===== src/rtl/car_sprite_drawer.sv =====
// -----------------------------------------------------------------------------
// car_sprite_drawer
//   Keeps the car box on a 160x120 VGA adapter in step with the car location.
//   On a location change it first erases the old box in BG_COLOUR, then draws
//   the new box in CAR_COLOUR, one pixel per clock in raster order. Pixels
//   that fall off the screen are not plotted, but they still take their
//   cycle, so the sequence length does not depend on the position.
//   The first cycle after reset draws the box at the current location.
//   It does not erase anything first.
//
// Ports
//   clk        in   system clock
//   reset_n    in   synchronous, active-low reset
//   ox_loc     in   [7:0] new car top-left x
//   oy_loc     in   [6:0] new car top-left y
//   erase_x    in   [7:0] top-left x of the box to erase
//   erase_y    in   [6:0] top-left y of the box to erase
//   vga_x      out  [7:0] pixel x (registered)
//   vga_y      out  [6:0] pixel y (registered)
//   vga_colour out  [2:0] pixel colour (registered)
//   vga_plot   out  write strobe, one cycle per on-screen pixel
//   busy       out  high while an erase/draw sequence runs
//   done       out  one-cycle pulse after the last draw pixel
//
// Build option
//   CAR_SPRITE_SELF_ERASE_EN : when defined, the erase origin comes from the
//   last fully drawn location, and erase_x/erase_y are ignored.
// -----------------------------------------------------------------------------
module car_sprite_drawer #(
   parameter int         CAR_W           = 16,
   parameter int         CAR_H           = 20,
   parameter logic [2:0] CAR_COLOUR      = 3'b100,
   parameter logic [2:0] BG_COLOUR       = 3'b000,
   parameter int         X_SCREEN_PIXELS = 160,
   parameter int         Y_SCREEN_PIXELS = 120
) (
   input  logic       clk,
   input  logic       reset_n,
   input  logic [7:0] ox_loc,
   input  logic [6:0] oy_loc,
   input  logic [7:0] erase_x,
   input  logic [6:0] erase_y,
   output logic [7:0] vga_x,
   output logic [6:0] vga_y,
   output logic [2:0] vga_colour,
   output logic       vga_plot,
   output logic       busy,
   output logic       done
);

   typedef enum logic [2:0] {S_INIT, S_IDLE, S_ERASE, S_DRAW, S_DONE} state_t;

   state_t     r_state;
   logic [7:0] r_drawn_x, r_ex, r_nx;
   logic [6:0] r_drawn_y, r_ey, r_ny;
   logic [4:0] r_cx, r_cy;

   logic [7:0] w_org_x, w_erase_org_x;
   logic [6:0] w_org_y, w_erase_org_y;
   logic [8:0] w_px;
   logic [7:0] w_py;
   logic       w_in_screen, w_last_x, w_last_y, w_moved, w_erasing;

`ifdef CAR_SPRITE_SELF_ERASE_EN
   // Erase whatever this block last put on screen.
   assign w_erase_org_x = r_drawn_x;
   assign w_erase_org_y = r_drawn_y;
   logic  w_unused_erase;
   assign w_unused_erase = ^{erase_x, erase_y};
`else
   assign w_erase_org_x = erase_x;
   assign w_erase_org_y = erase_y;
`endif

   assign w_erasing = (r_state == S_ERASE);
   assign w_org_x   = w_erasing ? r_ex : r_nx;
   assign w_org_y   = w_erasing ? r_ey : r_ny;

   // One bit wider than the screen coordinates, so a box that hangs off the
   // right or bottom edge is clipped and does not wrap to x/y = 0.
   assign w_px        = {1'b0, w_org_x} + {4'b0, r_cx};
   assign w_py        = {1'b0, w_org_y} + {3'b0, r_cy};
   assign w_in_screen = (w_px < 9'(X_SCREEN_PIXELS)) && (w_py < 8'(Y_SCREEN_PIXELS));
   assign w_last_x    = (r_cx == 5'(CAR_W - 1));
   assign w_last_y    = (r_cy == 5'(CAR_H - 1));
   assign w_moved     = ({ox_loc, oy_loc} != {r_drawn_x, r_drawn_y});

   always_ff @(posedge clk) begin
      if (!reset_n) begin
         r_state    <= S_INIT;
         r_drawn_x  <= '0;
         r_drawn_y  <= '0;
         r_ex       <= '0;
         r_ey       <= '0;
         r_nx       <= '0;
         r_ny       <= '0;
         r_cx       <= '0;
         r_cy       <= '0;
         vga_x      <= '0;
         vga_y      <= '0;
         vga_colour <= '0;
         vga_plot   <= 1'b0;
         busy       <= 1'b0;
         done       <= 1'b0;
      end else begin
         vga_plot <= 1'b0;
         done     <= 1'b0;
         case (r_state)
            S_INIT: begin
               r_nx    <= ox_loc;
               r_ny    <= oy_loc;
               r_cx    <= '0;
               r_cy    <= '0;
               busy    <= 1'b1;
               r_state <= S_DRAW;
            end
            S_IDLE: begin
               busy <= 1'b0;
               if (w_moved) begin
                  r_nx    <= ox_loc;
                  r_ny    <= oy_loc;
                  r_ex    <= w_erase_org_x;
                  r_ey    <= w_erase_org_y;
                  r_cx    <= '0;
                  r_cy    <= '0;
                  busy    <= 1'b1;
                  r_state <= S_ERASE;
               end
            end
            S_ERASE, S_DRAW: begin
               vga_x      <= w_px[7:0];
               vga_y      <= w_py[6:0];
               vga_colour <= w_erasing ? BG_COLOUR : CAR_COLOUR;
               vga_plot   <= w_in_screen;
               if (w_last_x) begin
                  r_cx <= '0;
                  if (w_last_y) begin
                     r_cy    <= '0;
                     r_state <= w_erasing ? S_DRAW : S_DONE;
                  end else begin
                     r_cy <= r_cy + 5'd1;
                  end
               end else begin
                  r_cx <= r_cx + 5'd1;
               end
            end
            S_DONE: begin
               done      <= 1'b1;
               busy      <= 1'b0;
               r_drawn_x <= r_nx;
               r_drawn_y <= r_ny;
               r_state   <= S_IDLE;
            end
            default: r_state <= S_IDLE;
         endcase
      end
   end

endmodule


===== config.mk =====
export PLATFORM = sky130hd
export DESIGN_NAME = car_sprite_drawer
export DESIGN_NICKNAME = d
export VERILOG_FILES = /design/src/rtl/car_sprite_drawer.sv
export SDC_FILE = /design/constraint.sdc
export NUM_CORES = 1
export LEC_CHECK = 0
export ABC_AREA = 1
export CAP_MARGIN = 40
export CELL_PAD_IN_SITES_DETAIL_PLACEMENT = 0
export CELL_PAD_IN_SITES_GLOBAL_PLACEMENT = 2
export CORE_UTILIZATION = 30
export DETAILED_ROUTE_END_ITERATION = 10
export GPL_TIMING_DRIVEN = 0
export PLACE_DENSITY_LB_ADDON = 0.05
export SYNTH_ARGS = -nofsm -noshare
export SYNTH_HDL_FRONTEND = slang
export SYNTH_SLANG_ARGS = --single-unit

===== constraint.sdc =====
create_clock -name clk -period 3.6 [get_ports clk]
set_input_delay 0.72 -clock clk [delete_from_list [all_inputs] [get_ports clk]]
set_output_delay 0.72 -clock clk [all_outputs]
set_load 0.05 [all_outputs]

## Yosys cells after proc, flatten, opt, wreduce, memory -nomap -nowiden

Index checks and enable logic that the tools add are counted.
Widths: inputs -> output; s select.

| operators by class | value |
|---|---|
| add/sub/neg operators | 4 |
| magnitude comparators | 2 |
| equal/unequal tests | 10 |
| mux-type cells | 21 |
| reductions and logical operators | 12 |

Operator list:

| kind | number |
|---|---|
| $pmux 5 s3 | 2 |
| $mux 5 | 4 |
| $mux 8 | 2 |
| $pmux 8 s2 | 1 |
| $mux 3 | 5 |
| $ne 15x15->1 | 1 |
| $mux 7 | 2 |
| $pmux 7 s2 | 1 |
| $add 5x1->5 const B | 2 |
| $add 8x5->9 | 1 |
| $lt 9x8->1 const B | 1 |
| $pmux 3 s3 | 1 |
| $add 7x5->8 | 1 |
| $lt 8x7->1 const B | 1 |
| $reduce_and 2->1 | 4 |
| $eq 3x2->1 const B | 2 |
| $ne 2x2->1 const B | 3 |
| $reduce_and 3->1 | 2 |
| $reduce_bool 3->1 | 2 |
| $eq 5x4->1 const B | 1 |
| $eq 5x5->1 const B | 1 |
| $eq 3x1->1 const B | 1 |
| $eq 3x3->1 const B | 1 |
| $logic_not 3->1 | 1 |
| other kinds (5) | 6 |

| storage, ports and cells | value |
|---|---|
| bits in registers | 79 |
| input bits | 32 |
| output and inout port bits | 21 |
| word-level logic and storage cells | 64 |

## Logic depth before layout (Yosys ltp)

| logic depth | value |
|---|---|
| depth after elaboration | 5 |
| mapped depth | 18 |
| mapped depth without buffers | 17 |

## Worst setup path after synthesis

No wires, ideal clock.

| path | value |
|---|---|
| path type | register to register |
| start point | reg r_state[1] |
| end point | reg vga_plot |
| library setup time | 0.115 ns |
| arrival | 2.279 ns |
| required time | 3.485 ns |
| path slack | 1.206 ns |
| cell stages (with the launch flop) | 18 |
| path buffers | 1 |
| period minus slack after synthesis | 2.394 ns |
| cell sequence | dfxtp_1 inv_2 nor2_4 nand2_2 inv_1 clkbuf_1 o21ai_0 ha_1 fa_1 nand3_1 nand2_1 nand2_1 nand2_1 nand2_1 xor2_1 nand3_1 nand2_1 nor2_1 |

| between the ends | value |
|---|---|
| longest elaborated chain between the ends | 5 |
| elaborated cells on any way between the ends | 11 |
| classes of those cells | add/sub: 2; order compare: 2; eq/ne: 2; mux: 2; reduce/logical: 3 |

RTL lines:

| what | RTL line | source |
|---|---|---|
| start, declared | 53 | `state_t r_state;` |
| start signal, assigned | 139 | `r_state <= w_erasing ? S_DRAW : S_DONE;` |
| $eq 3x2->1 | 75, 108 |  |
| $mux 8 or $mux 7 (tied branches) | 76, 77 |  |
| $add 8x5->9 or $add 7x5->8 (tied branches) | 81, 82 |  |
| $lt 9x8->1 or $lt 8x7->1 (tied branches) | 83 | `assign w_in_screen = (w_px < 9'(X_SCREEN_PIXELS)) && (w_py < 8'(Y_SCREEN_PIXELS));` |
| $logic_and 1x1->1 | 83 |  |
| end signal, assigned | 134 | `vga_plot <= w_in_screen;` |
| end, declared | 46 | `output logic vga_plot,` |

Parallel ways exist; a longest one is shown, timed or not.
A chain may end at the register's enable or synchronous reset.

## Worst setup path in the final report

Ends and elaborated chain as after synthesis.

==> summary.txt <==
Clock tree
  – Worst-path clk slew: 0.06 ns
  – Num CTS Buffers: 9
  – Root Buffer: clkbuf_16
  – CTS tree: yes
  – # resized after CTS: 0
  – Clock sinks: 77
  – Clk Latency, worst-skew pair: 0.34 ns
  – Setup Buffers After CTS: 0
  – H-tree lvl count: 3
  – CTS Buffer Depth: 2
  – Hold buffers post-CTS: 0

Global route
  – Initial antenna violation count: 0
  – Global Route Usage Sum: 18.74%
  – Vias in the first global route: 3484
  – First-pass GRT wire length: 18550 µm
  – Largest net degree at the start of global routing: 11
  – Total grt overflow: 0

Final layout
  – Filler instances: 1405
  – Diode count: 0
  – Final net count: 674
  – Commonest non-fill, non-tap cell in the layout: nand2_1
  – Share of layout cells above drive strength 1: 4.618%
  – Area Growth Syn to Fin: 24.49%
  – Most frequent cells in the layout: nand2_1 (113), nor2_1 (79), dfxtp_1 (77)

Floorplanning
  – Die area: 13420 µm²
  – Initial core utilization: 30.81%
  – # IOs: 53
  – Num rows: 41
  – Core ar.: 12620 µm²
  – Die W: 115.9 µm
  – Die H: ~120 µm

Worst setup path
  – WS Path Type: reg -> reg
  – Startpoint Class: register
  – Worst path max stage delay: 0.44 ns
  – Worst Reg-to-Reg Cells: 15
  – Crit path DAT: 3.24 ns
  – Crit Path Max Fanout: 10
  – Endpoint class of the critical path: register
  – R2R setup slack: 0.59 ns
  – Cell mode on critical path: nand2_1
  – Slowest CP cell: dfxtp_1
  – Critical Path RT: 3.83 ns
  – Critical Path, Cell by Cell: inv_2 -> nor2_4 -> nand2_2 -> inv_1 -> clkbuf_1 -> o21ai_0 -> ha_1 -> fa_1 -> nand3_1 -> nand2_1 -> a21o_1 -> nand2_1 -> nand2_1 -> a21oi_1 -> nor2_1

Timing
  – Min Hold Slack: 0.4562 ns
  – Max Fclk: 0.3322 GHz
  – Worst rel slew slack: between 50% and 60%
  – Fin. max-slew vios: 0
  – Count of final setup violators: 0
  – Final Hold Vio Count: 0
  – Least-Margin Pin Slew: 0.7085 ns
  – Setup tns final: 0 ns
  – Crit share post-route: 83.61%
  – Clock Skews: between 0.003 and 0.004 ns
  – Unrepaired setup endpoints after global routing: false
  – Post-route minimum period: 3.010 ns

Logic synthesis
  – Synth cell types: 30
  – Post-Syn Area: 3889 µm²
  – Post-synth top flop: dfxtp_1
  – Yosys Warn Count: 0
  – Flops & latches, synth: 77
  – Gate Count Post-Synth: about 570
  – Number of flops mapped to enable cells by yosys: 0
  – Syn Area/Cell: 6.858 µm²
  – Post-synth ARST share: 0%
  – Seq/Total Area, Yosys: 39.64%

Power
  – Sequential share of power: 41.7%
  – Maximum vdd ir drop: 309.8 µV
  – Total internal power: 1.578 mW
  – Gate power share: approximately a quarter
  – Clock power frac: between 30% and 40%
  – Net switching power: 0.7378 mW
  – PwrDens: roughly 480 nW/µm²
  – Sw Ratio: 31.86%
  – Pwr Total: 2.316 mW
  – LEAKAGE: between 2 and 2.5 nW

Routing
  – Vias per Instance: 4.650
  – Routed WL: 11760 µm
  – DRC: 0
  – DR iter-0 viols: 189
  – Initial DRT Pass Iterations: 5
  – Routed Antenna Nets: 0
  – Via Count: between 3000 and 4000
  – Wire length per cell: ~15 µm

Min path
  – HP Class: reg -> reg
  – Cells on Worst Hold Path: 2

Run
  – # Max-Cap Violations: 0

Placement
  – Post-DP HPWL: 8753 µm
  – Final Wtd Congestion: 0.7693
  – I/O Buffers: a little under 50

Outcome
  – Status: finished clean
==> power by group through the flow <==
stage	Sequential, mW	Clock (mW)	Combinational (mW)
after global routing	0.975	0.859	0.610
final	0.967	0.802	0.547
after floorplan	1.06	0	0.277
after global placement	0.983	0	0.552
after detailed placement	0.985	0	0.553
after CTS	0.967	0.828	0.556
==> per-stage QoR <==
| step | worst slack, ns | std cells | area [µm²] | utilization [%] |
|---|---|---|---|---|
| after floorplan | 1.206 | 568 | 3892 | - |
| after global placement | 0.5980 | 789 | 4598 | 36.44 |
| after detailed placement | 0.5416 | 789 | 4598 | 36.44 |
| after CTS | 0.5227 | 800 | 4841 | 38.36 |
| after global routing | 0.2411 | 800 | 4841 | 38.36 |
| final | 0.5899 | 800 | 4841 | 38.36 |
==> kinds of logic (layout without fill, tap and decap cells) <==
logic type | after synthesis | in the layout | share of synthesized area [%]
DFF | 77 | 77 | 39.64
and+or+nand+nor | 251 | 251 | 27.25
xor gates and xnor gates | 10 | 10 | 2.252
buffers and inverters | 93 | 153 | 9.685
AOI/OAI and AO/OA | 121 | 121 | 16.18
adders and majority gates | 14 | 14 | 4.891
other | 1 | 2 | 0.09643
==> cell usage after synthesis, types with 2 or more instances <==
cell type  count  area, µm²
nand4_1       15      93.84
o21ai_0       56      280.3
nand3_1       35      175.2
fa_1           2      40.04
inv_2          2      7.510
o21ai_1        4      20.02
ha_1          12      150.1
nand2_1      113      424.2
a21oi_1       52      260.3
nor2_1        79      296.5
o211ai_1       2      15.01
xor2_1         3      26.28
buf_6          2      22.52
buf_2          4      20.02
o21ai_2        2      17.52
a21o_1         3      22.52
xnor2_1        7      61.31
clkbuf_1      17      63.81
buf_4          2      15.01
nor2_4         2      22.52
nand2_2        2      12.51
or2_2          2      12.51
inv_1         66      247.7
dfxtp_1       77       1541
==> final cells by class <==
class	instances	area, µm²	area share, %
multi-input cells	398	1974	40.79
flip-flops and latches	77	1541	31.84
repair buffers	49	490.5	10.13
inverters	68	255.2	5.273
clock buffers	11	242.7	5.014
well taps	172	215.2	4.446
plain buffers	25	121.4	2.507
==> worst paths after layout <==
kind	from	end
worst max register to register	r_state[1]$_SDFFE_PN0P_	vga_plot$_SDFF_PN0_
worst max-delay path	r_state[1]$_SDFFE_PN0P_	vga_plot$_SDFF_PN0_
worst min register to register	r_nx[1]$_SDFFE_PN0P_	r_nx[1]$_SDFFE_PN0P_
worst min-delay path	r_nx[1]$_SDFFE_PN0P_	r_nx[1]$_SDFFE_PN0P_
==> per-layer routing <==
metal / vias to the layer above / GRT usage [%] / part of all wire [%]
met5: - / 0 / 0
li1: 1941 / - / -
met1: 1699 / 24.98 / 48
met2: 73 / 30.44 / 46
met3: 7 / 4.550 / 4.4
met4: 0 / 4.359 / 1.0
==> flip-flops by register name (all words and copies together) (netlist names), 3 cells and up <==
name	count
r_drawn_x	8
r_ex	8
r_nx	8
vga_x	8
r_drawn_y	7
r_ey	7
r_ny	7
vga_y	7
r_cx	5
r_cy	5
r_state	3
==> worst max-delay path: cells and delay by family (launching register included) <==
kind                       cells  cell delay [ns]
adders and majority gates      2             0.70
DFF                            1             0.44
AOI/OAI and AO/OA              3             0.57
buffers and inverters          3             0.54
and+or+nand+nor                7             0.65
(Power assumes the default switching activity.)
